--- src/rtl/i2s_pkg.sv ---
// Shared types and default sizing for the I2S DAC transmitter.
package i2s_pkg;

   localparam int DEF_DATA_BITS = 16;
   localparam int DEF_SLOT_BITS = 32;
   localparam int DEF_SCLK_DIV  = 16;
   localparam int DEF_MCLK_DIV  = 2;
   localparam int FRAME_BITS    = 2 * DEF_SLOT_BITS;

   typedef struct packed {
      logic [DEF_DATA_BITS-1:0] l;
      logic [DEF_DATA_BITS-1:0] r;
   } stereo_sample_t;

endpackage

--- src/rtl/i2s_sample_fifo.sv ---
// Small stereo-sample FIFO feeding the I2S frame loader; head is visible whenever not empty.
module i2s_sample_fifo
   import i2s_pkg::*;
#(
   parameter int DEPTH = 4
) (
   input  logic           clk_i,
   input  logic           rst_ni,
   input  logic           push_i,
   input  stereo_sample_t push_data_i,
   input  logic           pop_i,
   output stereo_sample_t head_o,
   output logic           full_o,
   output logic           empty_o
);

   localparam int AW = $clog2(DEPTH);
   localparam logic [AW:0] COUNT_FULL = (AW+1)'(DEPTH);

   stereo_sample_t mem_q [DEPTH];
   logic [AW-1:0]  wr_ptr_q, wr_ptr_d;
   logic [AW-1:0]  rd_ptr_q, rd_ptr_d;
   logic [AW:0]    count_q, count_d;
   logic           do_push;
   logic           do_pop;

   assign full_o  = (count_q == COUNT_FULL);
   assign empty_o = (count_q == '0);
   assign do_push = push_i && !full_o;
   assign do_pop  = pop_i && !empty_o;
   assign head_o  = mem_q[rd_ptr_q];

   always_comb begin
      wr_ptr_d = wr_ptr_q;
      rd_ptr_d = rd_ptr_q;
      count_d  = count_q;
      if (do_push) wr_ptr_d = wr_ptr_q + 1'b1;
      if (do_pop)  rd_ptr_d = rd_ptr_q + 1'b1;
      case ({do_push, do_pop})
         2'b10:   count_d = count_q + 1'b1;
         2'b01:   count_d = count_q - 1'b1;
         default: count_d = count_q;
      endcase
   end

   always_ff @(posedge clk_i or negedge rst_ni) begin
      if (!rst_ni) begin
         wr_ptr_q <= '0;
         rd_ptr_q <= '0;
         count_q  <= '0;
      end else begin
         wr_ptr_q <= wr_ptr_d;
         rd_ptr_q <= rd_ptr_d;
         count_q  <= count_d;
      end
   end

   // Payload needs no reset: pointers and count define what is valid.
   always_ff @(posedge clk_i) begin
      if (do_push) mem_q[wr_ptr_q] <= push_data_i;
   end

endmodule

--- src/rtl/i2s_dac_tx.sv ---
// Philips I2S transmitter: MCLK/SCLK/LRCK dividers, frame counter and bit shifters.
// Define I2S_TX_FIFO_EN for a FIFO_DEPTH-entry sample FIFO instead of a single holding register.
module i2s_dac_tx
   import i2s_pkg::*;
#(
   parameter int DATA_BITS  = DEF_DATA_BITS,
   parameter int SLOT_BITS  = DEF_SLOT_BITS,
   parameter int SCLK_DIV   = DEF_SCLK_DIV,
   parameter int MCLK_DIV   = DEF_MCLK_DIV,
   parameter int FIFO_DEPTH = 4
) (
   input  logic                 clk_50MHz,
   input  logic                 reset_n,
   input  logic [DATA_BITS-1:0] l_data,
   input  logic [DATA_BITS-1:0] r_data,
   input  logic                 in_valid,
   output logic                 in_ready,
   output logic                 sample_req,
   output logic                 underrun,
   output logic                 dac_MCLK,
   output logic                 dac_SCLK,
   output logic                 dac_LRCK,
   output logic                 dac_SDIN
);

   localparam int FRAME_LEN = 2 * SLOT_BITS;
   localparam int MW = $clog2(MCLK_DIV);
   localparam int SW = $clog2(SCLK_DIV);
   localparam int BW = $clog2(FRAME_LEN);

   localparam logic [MW-1:0] MCLK_LAST  = MW'(MCLK_DIV - 1);
   localparam logic [MW-1:0] MCLK_HALF  = MW'(MCLK_DIV / 2);
   localparam logic [SW-1:0] SCLK_LAST  = SW'(SCLK_DIV - 1);
   localparam logic [SW-1:0] SCLK_HALF  = SW'(SCLK_DIV / 2);
   localparam logic [BW-1:0] BIT_LAST   = BW'(FRAME_LEN - 1);
   localparam logic [BW-1:0] SLOT_START = BW'(SLOT_BITS);
   localparam logic [BW-1:0] L_END      = BW'(DATA_BITS);
   localparam logic [BW-1:0] R_END      = BW'(SLOT_BITS + DATA_BITS);

   logic [MW-1:0]        mclk_cnt_q, mclk_cnt_d;
   logic [SW-1:0]        sclk_cnt_q, sclk_cnt_d;
   logic [BW-1:0]        bit_cnt_q, bit_cnt_d;
   logic [BW-1:0]        bit_next;
   logic                 lrck_q, lrck_d;
   logic                 sdin_q, sdin_d;
   logic [DATA_BITS-1:0] shift_l_q, shift_l_d;
   logic [DATA_BITS-1:0] shift_r_q, shift_r_d;
   stereo_sample_t       last_q, last_d;

   stereo_sample_t       in_sample;
   stereo_sample_t       head;
   logic                 stor_empty;
   logic                 push;
   logic                 pop;
   logic                 bit_event;
   logic                 frame_load;

   assign in_sample.l = l_data;
   assign in_sample.r = r_data;

   assign bit_event  = (sclk_cnt_q == SCLK_LAST);
   assign frame_load = bit_event && (bit_cnt_q == BIT_LAST);
   assign bit_next   = (bit_cnt_q == BIT_LAST) ? '0 : bit_cnt_q + 1'b1;
   assign push       = in_valid && in_ready;
   assign pop        = frame_load && !stor_empty;

`ifdef I2S_TX_FIFO_EN
   logic fifo_full;

   i2s_sample_fifo #(
      .DEPTH(FIFO_DEPTH)
   ) u_fifo (
      .clk_i       (clk_50MHz),
      .rst_ni      (reset_n),
      .push_i      (push),
      .push_data_i (in_sample),
      .pop_i       (pop),
      .head_o      (head),
      .full_o      (fifo_full),
      .empty_o     (stor_empty)
   );

   assign in_ready = !fifo_full;
`else
   logic           held_q, held_d;
   stereo_sample_t hold_q, hold_d;

   // in_ready is !held, so push and pop can never coincide here.
   always_comb begin
      held_d = held_q;
      hold_d = hold_q;
      if (pop) held_d = 1'b0;
      if (push) begin
         held_d = 1'b1;
         hold_d = in_sample;
      end
   end

   always_ff @(posedge clk_50MHz or negedge reset_n) begin
      if (!reset_n) begin
         held_q <= 1'b0;
         hold_q <= '0;
      end else begin
         held_q <= held_d;
         hold_q <= hold_d;
      end
   end

   assign stor_empty = !held_q;
   assign head       = hold_q;
   assign in_ready   = !held_q;
`endif

   always_comb begin
      mclk_cnt_d = (mclk_cnt_q == MCLK_LAST) ? '0 : mclk_cnt_q + 1'b1;
      sclk_cnt_d = (sclk_cnt_q == SCLK_LAST) ? '0 : sclk_cnt_q + 1'b1;
      bit_cnt_d  = bit_cnt_q;
      lrck_d     = lrck_q;
      sdin_d     = sdin_q;
      shift_l_d  = shift_l_q;
      shift_r_d  = shift_r_q;
      last_d     = last_q;
      if (bit_event) begin
         bit_cnt_d = bit_next;
         lrck_d    = (bit_next >= SLOT_START);
         sdin_d    = 1'b0;
         if (frame_load) begin
            // Empty storage replays the previous sample instead of going silent.
            if (!stor_empty) last_d = head;
            shift_l_d = stor_empty ? last_q.l : head.l;
            shift_r_d = stor_empty ? last_q.r : head.r;
         end else if (bit_next <= L_END) begin
            sdin_d    = shift_l_q[DATA_BITS-1];
            shift_l_d = {shift_l_q[DATA_BITS-2:0], 1'b0};
         end else if (bit_next > SLOT_START && bit_next <= R_END) begin
            sdin_d    = shift_r_q[DATA_BITS-1];
            shift_r_d = {shift_r_q[DATA_BITS-2:0], 1'b0};
         end
      end
   end

   // bit_cnt starts at its last value so the first bit event is a frame load.
   always_ff @(posedge clk_50MHz or negedge reset_n) begin
      if (!reset_n) begin
         mclk_cnt_q <= '0;
         sclk_cnt_q <= '0;
         bit_cnt_q  <= BIT_LAST;
         lrck_q     <= 1'b1;
         sdin_q     <= 1'b0;
         shift_l_q  <= '0;
         shift_r_q  <= '0;
         last_q     <= '0;
      end else begin
         mclk_cnt_q <= mclk_cnt_d;
         sclk_cnt_q <= sclk_cnt_d;
         bit_cnt_q  <= bit_cnt_d;
         lrck_q     <= lrck_d;
         sdin_q     <= sdin_d;
         shift_l_q  <= shift_l_d;
         shift_r_q  <= shift_r_d;
         last_q     <= last_d;
      end
   end

   assign dac_MCLK   = (mclk_cnt_q >= MCLK_HALF);
   assign dac_SCLK   = (sclk_cnt_q >= SCLK_HALF);
   assign dac_LRCK   = lrck_q;
   assign dac_SDIN   = sdin_q;
   assign sample_req = frame_load;
   assign underrun   = frame_load && stor_empty;

endmodule
--- config.mk ---
export PLATFORM = sky130hd
export DESIGN_NAME = i2s_dac_tx
export DESIGN_NICKNAME = d
export VERILOG_FILES = /design/src/rtl/i2s_pkg.sv /design/src/rtl/i2s_sample_fifo.sv /design/src/rtl/i2s_dac_tx.sv
export SDC_FILE = /design/constraint.sdc
export NUM_CORES = 1
export LEC_CHECK = 0
export ABC_AREA = 0
export BUFFER_PORTS_ARGS = -buffer_cell sky130_fd_sc_hd__clkbuf_2
export CAP_MARGIN = 20
export CORE_ASPECT_RATIO = 0.8
export CORE_MARGIN = 2
export CORE_UTILIZATION = 30
export DETAILED_ROUTE_END_ITERATION = 10
export PLACE_DENSITY = 0.44
export SLEW_MARGIN = 20
export SYNTH_ARGS = -nofsm -noshare
export SYNTH_HDL_FRONTEND = slang
export SYNTH_SLANG_ARGS = --single-unit
export TNS_END_PERCENT = 10
--- constraint.sdc ---
create_clock -name clk_50MHz -period 3.2 [get_ports clk_50MHz]
set_input_delay 0.48 -clock clk_50MHz [delete_from_list [all_inputs] [get_ports clk_50MHz]]
set_output_delay 0.48 -clock clk_50MHz [all_outputs]
set_load 0.02 [all_outputs]
* After elaboration in Yosys (flattened, before gate mapping)
Cells that the tools add are included.
** Storage, ports and cells
- Flip-flop bits (word level) :: 110
- Bits of input ports :: 35
- Output and inout port bits :: 7
- Word-level logic and storage cells :: 51
** Cells by class
- Add/sub/neg operators :: 3
- Order comparisons :: 6
- Equality and inequality tests :: 3
- Multiplexer cells :: 15
- Reduce and logical (&&, ||, !) cells :: 12
** Operators by type and width (number)
- 2-to-1 mux 16 bit :: 7
- adder 6 x 1 -> 6 bit (second input constant) :: 1
- equality test 6 bit (second input constant) :: 1
- greater-or-equal comparator 6 bit (second input constant) :: 1
- > comparator 6 bit (second input constant) :: 1
- less-or-equal comparator 6 x 5 -> 1 bit (second input constant) :: 1
- less-or-equal comparator 6 bit (second input constant) :: 1
- 2-to-1 mux 1 bit :: 6
- 2-to-1 mux 6 bit :: 1
- AND reduction 3 bit :: 2
- nonzero test 2 bit :: 3
- logical AND 1 bit :: 5
- adder 4 x 1 -> 4 bit (second input constant) :: 1
- equality test 4 bit (second input constant) :: 1
- greater-or-equal comparator 4 bit (second input constant) :: 1
- 2-to-1 mux 4 bit :: 1
- inequality test 2 bit (second input constant) :: 1
- AND reduction 2 bit :: 1
- adder 1 bit (second input constant) :: 1
- greater-or-equal comparator 1 bit (second input constant) :: 1
- logical NOT 1 bit :: 1

* Depth between registers and ports, before layout
Gate-level depths: netlist (run 1).
- Depth after elaboration :: 7
- Depth in mapped cells :: 10
- Mapped depth without buffers :: 6

* Worst setup path after synthesis (run 1)
Ideal clock, no wire load.
- Path type :: register to output
- Start :: reg bit_cnt_q[0]
- End :: out underrun
- Arrival :: 1.887 ns
- Required time :: 2.720 ns
- Path slack :: 0.833 ns
- Stages on the path, launching flop included :: 9
- Buffers on the path :: 4
- Path through :: dfstp_2 > ha_1 > buf_4 > and3_1 > buf_6 > nand3_1 > buf_2 > buf_1 > nor2_1
** On the way
- Word-level cells in the longest chain between the ends :: 3
** RTL lines
- start: declaration :: line i2s_dac_tx.sv:42 : logic [BW-1:0] bit_cnt_q, bit_cnt_d;
- start signal: assignment :: line i2s_dac_tx.sv:156 : bit_cnt_q <= bit_cnt_d;
- equality test 6 bit :: line i2s_dac_tx.sv:62 : assign frame_load = bit_event && (bit_cnt_q == BIT_LAST);
- logical AND 1 bit :: line i2s_dac_tx.sv:62
- logical AND 1 bit :: line i2s_dac_tx.sv:170 : assign underrun = frame_load && stor_empty;
- end: declaration :: line i2s_dac_tx.sv:19 : output logic underrun,
Every way passes these cells.

* Final worst setup path (run 1)
Same ends and word-level chain as after synthesis.

==> results of run 1 <==
[layer usage]
| layer | global-route usage, % | wire (um) |
|---|---|---|
| met1 | 17.2 | 5200 |
| met2 | 16.6 | 4170 |
| met5 | 0 | 0 |
| met3 | 3.20 | 379 |
| met4 | 3.15 | 111 |
[power groups by stage]
| stage | Combinational [uW] | Sequential [uW] | Clock (uW) |
|---|---|---|---|
| final | 134 | 1480 | 1210 |
| after global routing | 154 | 1500 | 1330 |
| after CTS | 141 | 1490 | 1260 |
| after detailed placement | 140 | 1510 | 0 |
| after global placement | 138 | 1510 | 0 |
| after floorplan | 74.4 | 1500 | 0 |
[registers in the layout, indices dropped and copies added, names as in the netlist, 4 cells and up]
name        count
bit_cnt_q       6
sclk_cnt_q      4
shift_l_q      16
head           32
last_q         32
shift_r_q      16
[final cells by class]
| class | instances | area [um2] | share of cell area, % |
|---|---|---|---|
| flip-flops and latches | 110 | 2760 | 47.0 |
| repair buffers | 48 | 285 | 4.86 |
| multi-input cells | 271 | 2190 | 37.4 |
| well taps | 220 | 275 | 4.69 |
| inverters | 9 | 33.8 | 0.575 |
| clock buffers | 9 | 225 | 3.84 |
| clock inverters | 7 | 96.3 | 1.64 |
[critical path: stages (launching register included)]
cell,delay (ns)
dfstp_2,0.61
ha_1,0.32
and3_1,0.40
nand3_2,0.15
buf_4,0.27
nor2_1,0.14
clkbuf_2,0.18
[synthesized netlist by cell type (all sizes together), types with 2 or more instances]
cell type	number	area share, %
dfrtp	103	50
and3	5	0.70
mux2i	32	6.2
xor2	2	0.34
mux2	79	17
a21oi	5	0.56
xnor2	5	1.2
a31oi	2	0.24
nand2	41	3.0
inv	9	0.65
clkbuf	7	0.51
o22ai	17	2.1
a211o	15	2.5
ha	4	0.97
nor3	16	1.6
o21a	2	0.44
dfstp	7	3.6
nand3	7	0.78
o21ai	20	1.9
buf	25	3.1
nor2	7	0.51
and2	3	0.36
[metrics by stage]
| stage | hold WS [ns] | power, uW | std cells | utilization, % | setup WS, ns |
|---|---|---|---|---|---|
| floorplan | 0.184 | 1570 | 422 | - | 0.833 |
| global placement | 0.405 | 1650 | 658 | 33.2 | 0.604 |
| global route | 0.144 | 2980 | 674 | 35.1 | 0.122 |
| detailed placement | 0.410 | 1650 | 658 | 33.2 | 0.560 |
| CTS | 0.128 | 2890 | 674 | 35.1 | 0.295 |
| finish | 0.107 | 2830 | 674 | 35.1 | 0.296 |
[path summary, 6_finish.rpt]
check,start,end,slack [ns],cells after the start
min reg2reg,mclk_cnt_q$_DFF_PN0_,mclk_cnt_q$_DFF_PN0_,0.43,1
max,bit_cnt_q[0]$_DFFE_PN1P_,underrun,0.30,6
min in group clk_50MHz,r_data[1],head[1]$_DFFE_PN0P_,0.35,2
max reg2reg,bit_cnt_q[0]$_DFFE_PN1P_,shift_r_q[9]$_DFFE_PN0P_,0.54,7
max in group asynchronous,reset_n,bit_cnt_q[3]$_DFFE_PN1P_,2.27,2
min,reset_n,head[8]$_DFFE_PN0P_,0.11,1
[logic make-up (layout without fill, tap and decap cells)]
group	count (synthesis)	count (layout)
AOI/OAI and AO/OA	66	66
xor gates and xnor gates	7	7
adders and majority gates	4	4
buffers and inverters	41	73
DFF	110	110
muxes	111	111
and+or+nand+nor	83	83
==> flow_summary.ini, run 1 <==
[clock_network]
clk_pin_slew_worst_paths_ns = 0.07
clock_latency_ns = 0.35
cts.sinks = 110
cts_buffer_depth = 2
post_cts_buffers = 0
cts_root_buf = clkbuf_16
htree_levels = 3
cts_tree = yes
cts_buffers = 9
cts_resized = 0
ctsHoldBuffers = 0

[place]
place_area_um2 = 5550
gp_congestion = 0.723
portBuffers = 41
dpl.hpwl_um = 6380

[routing]
wire_per_inst_um = 14.6
drt-total-wl_um = 9870
postRouteAntennaNets = 0
drc = 0
vias_per_cell = 4.75
firstDrtPassIters = 4
drt_iter0_markers = 181
vias = 3201

[die]
die_y_um = 121
start_util_pct = 30.9
fp-row-count = 42
design.core.area_um2 = 16700
die_area_um2 = 18300
die_x_um = 151
io_pins = 42

[global_route]
antenna_found_initial = 0
grt_overflow_total = 0
grtUsageTotal_pct = 11.6
grt_pass1_wl_um = 16500
grt_max_degree = 72
grt_pass1_vias = 3099

[sta]
max_slew_margin_pct = 36.9
worst_pin_slew_ns = 0.944
setup_tns_ns = 0
fin_crit_sh_pct = 90.7
final.setup_skew_ns = 0.0112
rsz0062_at_grt = no
period_minus_slack_ns = 2.90
finalHoldViolations = 0
drv_slew = 0
setup_violations = 0
fmax_mhz = 344

[logic_synthesis]
syn_avg_cell_area_um2 = 12.2
synth_area_um2 = 5160
synth-edff-count = 0
async_flop_share_pct = 100
ys_types = 40
ys_warn_count = 0
yosysSeqAreaShare_pct = 53.5
synth_mux_area_share_pct = 23.4
synth-compound-area-share_pct = 8.82
synthXorXnorAreaFrac_pct = 1.55
synth_nets = 461
synth_top_family_by_area = multiplexers
synthCells = 422
synthAdderAreaFrac_pct = 0.969
yosys_register_bits = 110
synth_simple_gate_area_share_pct = 7.46
ys.flop_type = dfrtp_1

[worst_setup_path]
path_class = reg -> out
required_ns = 2.72
cp_max_fo = 33
arrival_ns = 2.42
setup.worst_path.end_class = output port
cp-start-kind = flop

[pwr]
irDropWorstVdd_uv = 255
p_leak_uw = 0.00296
internal-power_uw = 2200
netSwitchingPower_uw = 623
powerDensity_nw_per_um2 = 482
power.share.sequential_pct = 52.5
sw_frac_of_total_pct = 22.0
p_comb_share_pct = 4.7
p_clk_share_pct = 42.8

[cells_and_area]
final_common_cell = dfrtp_1
drive_above_1_share_pct = 34.8
layout.nets = 488
postLayoutCellArea_um2 = 5870
antenna_cells = 0
fillers = 1697
final_cell_mix = dfrtp_1, mux2_2, nand2_1
syn_to_final_growth_pct = 13.7

[min_path]
hp-class = in -> async

[outcome]
status = finished, final reports clean

[flow_run]
cap_viol_max_count = 0
Note: power is estimated with default switching activity, not from simulation.
==> run 2: changes to the inputs <==
ABC_AREA = 1   (was 0)
==> run 2 against run 1 <==
Non-clock buffer count is the same. Clock skew shrank 0.0048 ns. Utilization grew 0.085 points. Cell count grew 17%. Area after synthesis shrank 5.8%. Worst hold slack lost 0.060 ns. Die area shrank 5.6%. Critical path depth grew 2. Combinational power shrank 31%. Global-route usage grew 0.93 points. Critical endpoint unchanged. Largest power group unchanged.
==> flow_summary.ini, run 2 <==
[global_route]
use_met2_pct = 19.4
grt_pass1_wl_um = 17400
grt_use_met1_pct = 17.4
grt_max_degree = 56
antenna_found_initial = 0
grt_overflow_total = 0
met3_usage_pct = 3.72
grt_pass1_vias = 3486
grt-busiest-layer = met2
grtUsageTotal_pct = 12.6

[routing]
drc = 0
drt_iter0_markers = 205
postRouteAntennaNets = 0
wire_per_inst_um = 12.7
vias = 3462
firstDrtPassIters = 4
drt-total-wl_um = 10000
vias_per_cell = 4.39

[cells_and_area]
final_cell_mix = nand2_1, dfrtp_1, nand3_1
drive_above_1_share_pct = 20.6
layout.nets = 608
antenna_cells = 0
final_common_cell = nand2_1
layout.cells.non_filler = 789
syn_to_final_growth_pct = 14.4
postLayoutCellArea_um2 = 5570

[flow_run]
cap_viol_max_count = 0

[place]
place_area_um2 = 5260
placed_cells = 773
gp_congestion = 0.788
dpl.hpwl_um = 6170
portBuffers = 41

[die]
io_pins = 42
die_area_um2 = 17300
fp-row-count = 41
design.core.area_um2 = 15800
die_x_um = 146
die_y_um = 118
start_util_pct = 30.8

[sta]
rsz0062_at_grt = no
fin_crit_sh_pct = 87.4
setup_violations = 0
period_minus_slack_ns = 2.80
final.setup_skew_ns = 0.00636
holdWs_ns = 0.0471
setup_tns_ns = 0
drv_slew = 0
worst_pin_slew_ns = 0.687
max_slew_margin_pct = 54.2
finalHoldViolations = 0
fmax_mhz = 357

[worst_setup_path]
reg2reg_depth = 12
cp_max_fo = 18
cp-start-kind = flop
rrSetupSlack_ns = 0.81
path_class = reg -> out
setup.worst_path.end_class = output port
arrival_ns = 2.32
required_ns = 2.72

[logic_synthesis]
ys_top_cells_by_area = dfrtp_1, nand2_1, mux2_2, nand3_1, dfstp_2
syn_avg_cell_area_um2 = 9.12
ys_warn_count = 0
yosys.cell_count.top_type = nand2_1
synth-edff-count = 0
ys.flop_type = dfrtp_1
async_flop_share_pct = 100
synth_area_um2 = 4860
yosys_register_bits = 110
synth_common_cells = nand2_1, dfrtp_1, nand3_1
synthCells = 533
synth_top_area_cell = dfrtp_1
ys_types = 23
synth_nets = 572
synth_top_area_share_pct = 53.0
yosysSeqAreaShare_pct = 56.8

[pwr]
powerDensity_nw_per_um2 = 483
p_leak_uw = 0.00301
irDropWorstVdd_uv = 228

[clock_network]
clk_pin_slew_worst_paths_ns = 0.07
cts_resized = 0
cts_buffer_depth = 2
post_cts_buffers = 0
cts_tree = yes
cts_buffers = 9
clock_latency_ns = 0.35
cts_root_buf = clkbuf_16
ctsHoldBuffers = 0
cts.sinks = 110
htree_levels = 3

[min_path]
hp-class = in -> async

[outcome]
status = finished, final reports clean
==> run 2: cell count changes in the layout (fill, tap and decap cells not counted), sizes merged, moves of 15 or more <==
cell / change
mux2: -49
nand3: +51
nand2: +219
o22ai: -17
nor3: -16
mux2i: -32
a211o: -15
==> run 2: cells by family after synthesis <==
logic type / Yosys count / share of synthesized area, %
adders and majority gates: 4 / 1.03
AOI/OAI and AO/OA: 11 / 1.23
buffers and inverters: 45 / 4.60
and+or+nand+nor: 330 / 28.9
muxes: 30 / 6.95
DFF: 110 / 56.8
xor gates and xnor gates: 3 / 0.540
==> run 2: worst paths after layout <==
| check | startpoint | end |
|---|---|---|
| worst max register to register | bit_cnt_q[0]$_DFFE_PN1P_ | shift_l_q[3]$_DFFE_PN0P_ |
| worst min-delay path | reset_n | shift_r_q[5]$_DFFE_PN0P_ |
| worst max-delay path | bit_cnt_q[0]$_DFFE_PN1P_ | underrun |
| worst min register to register | mclk_cnt_q$_DFF_PN0_ | mclk_cnt_q$_DFF_PN0_ |
| max in group asynchronous | reset_n | shift_l_q[3]$_DFFE_PN0P_ |
| min in group clk_50MHz | l_data[8] | head[24]$_DFFE_PN0P_ |
==> run 2: critical path, cell delays in order (launching register included) <==
cell	delay, ns
dfstp_2	0.60
ha_1	0.22
nand3_2	0.10
inv_2	0.08
nand2_4	0.06
inv_2	0.07
nand2_4	0.15
nor2_4	0.41
clkbuf_2	0.26
==> run 2: layout make-up <==
type / instances / area (um2)
clock inverters: 5 / 58.8
multi-input cells: 378 / 1880
clock buffers: 11 / 243
flip-flops and latches: 110 / 2760
well taps: 215 / 269
repair buffers: 48 / 273
inverters: 22 / 82.6
fillers: 1687 / 10200
==> run 2: power by group <==
part / switching (uW) / internal, uW / total (uW)
Clock: 507 / 629 / 1140
Sequential: 24.0 / 1440 / 1460
Combinational: 42.9 / 50.0 / 93.0
Total: 574 / 2120 / 2690
==> run 2: per-stage QoR <==
stage	setup slack [ns]	power [uW]	util [%]
after floorplan	1.05	1520	-
after global placement	0.784	1580	33.3
after detailed placement	0.755	1590	33.3
after CTS	0.360	2740	35.2
after global routing	0.189	2830	35.2
final	0.402	2690	35.2
==> run 2: routing by layer <==
metal	vias up	routed length [um]
li1	1748	-
met1	1657	5180
met2	48	4330
met3	9	420
met4	0	92
met5	-	0
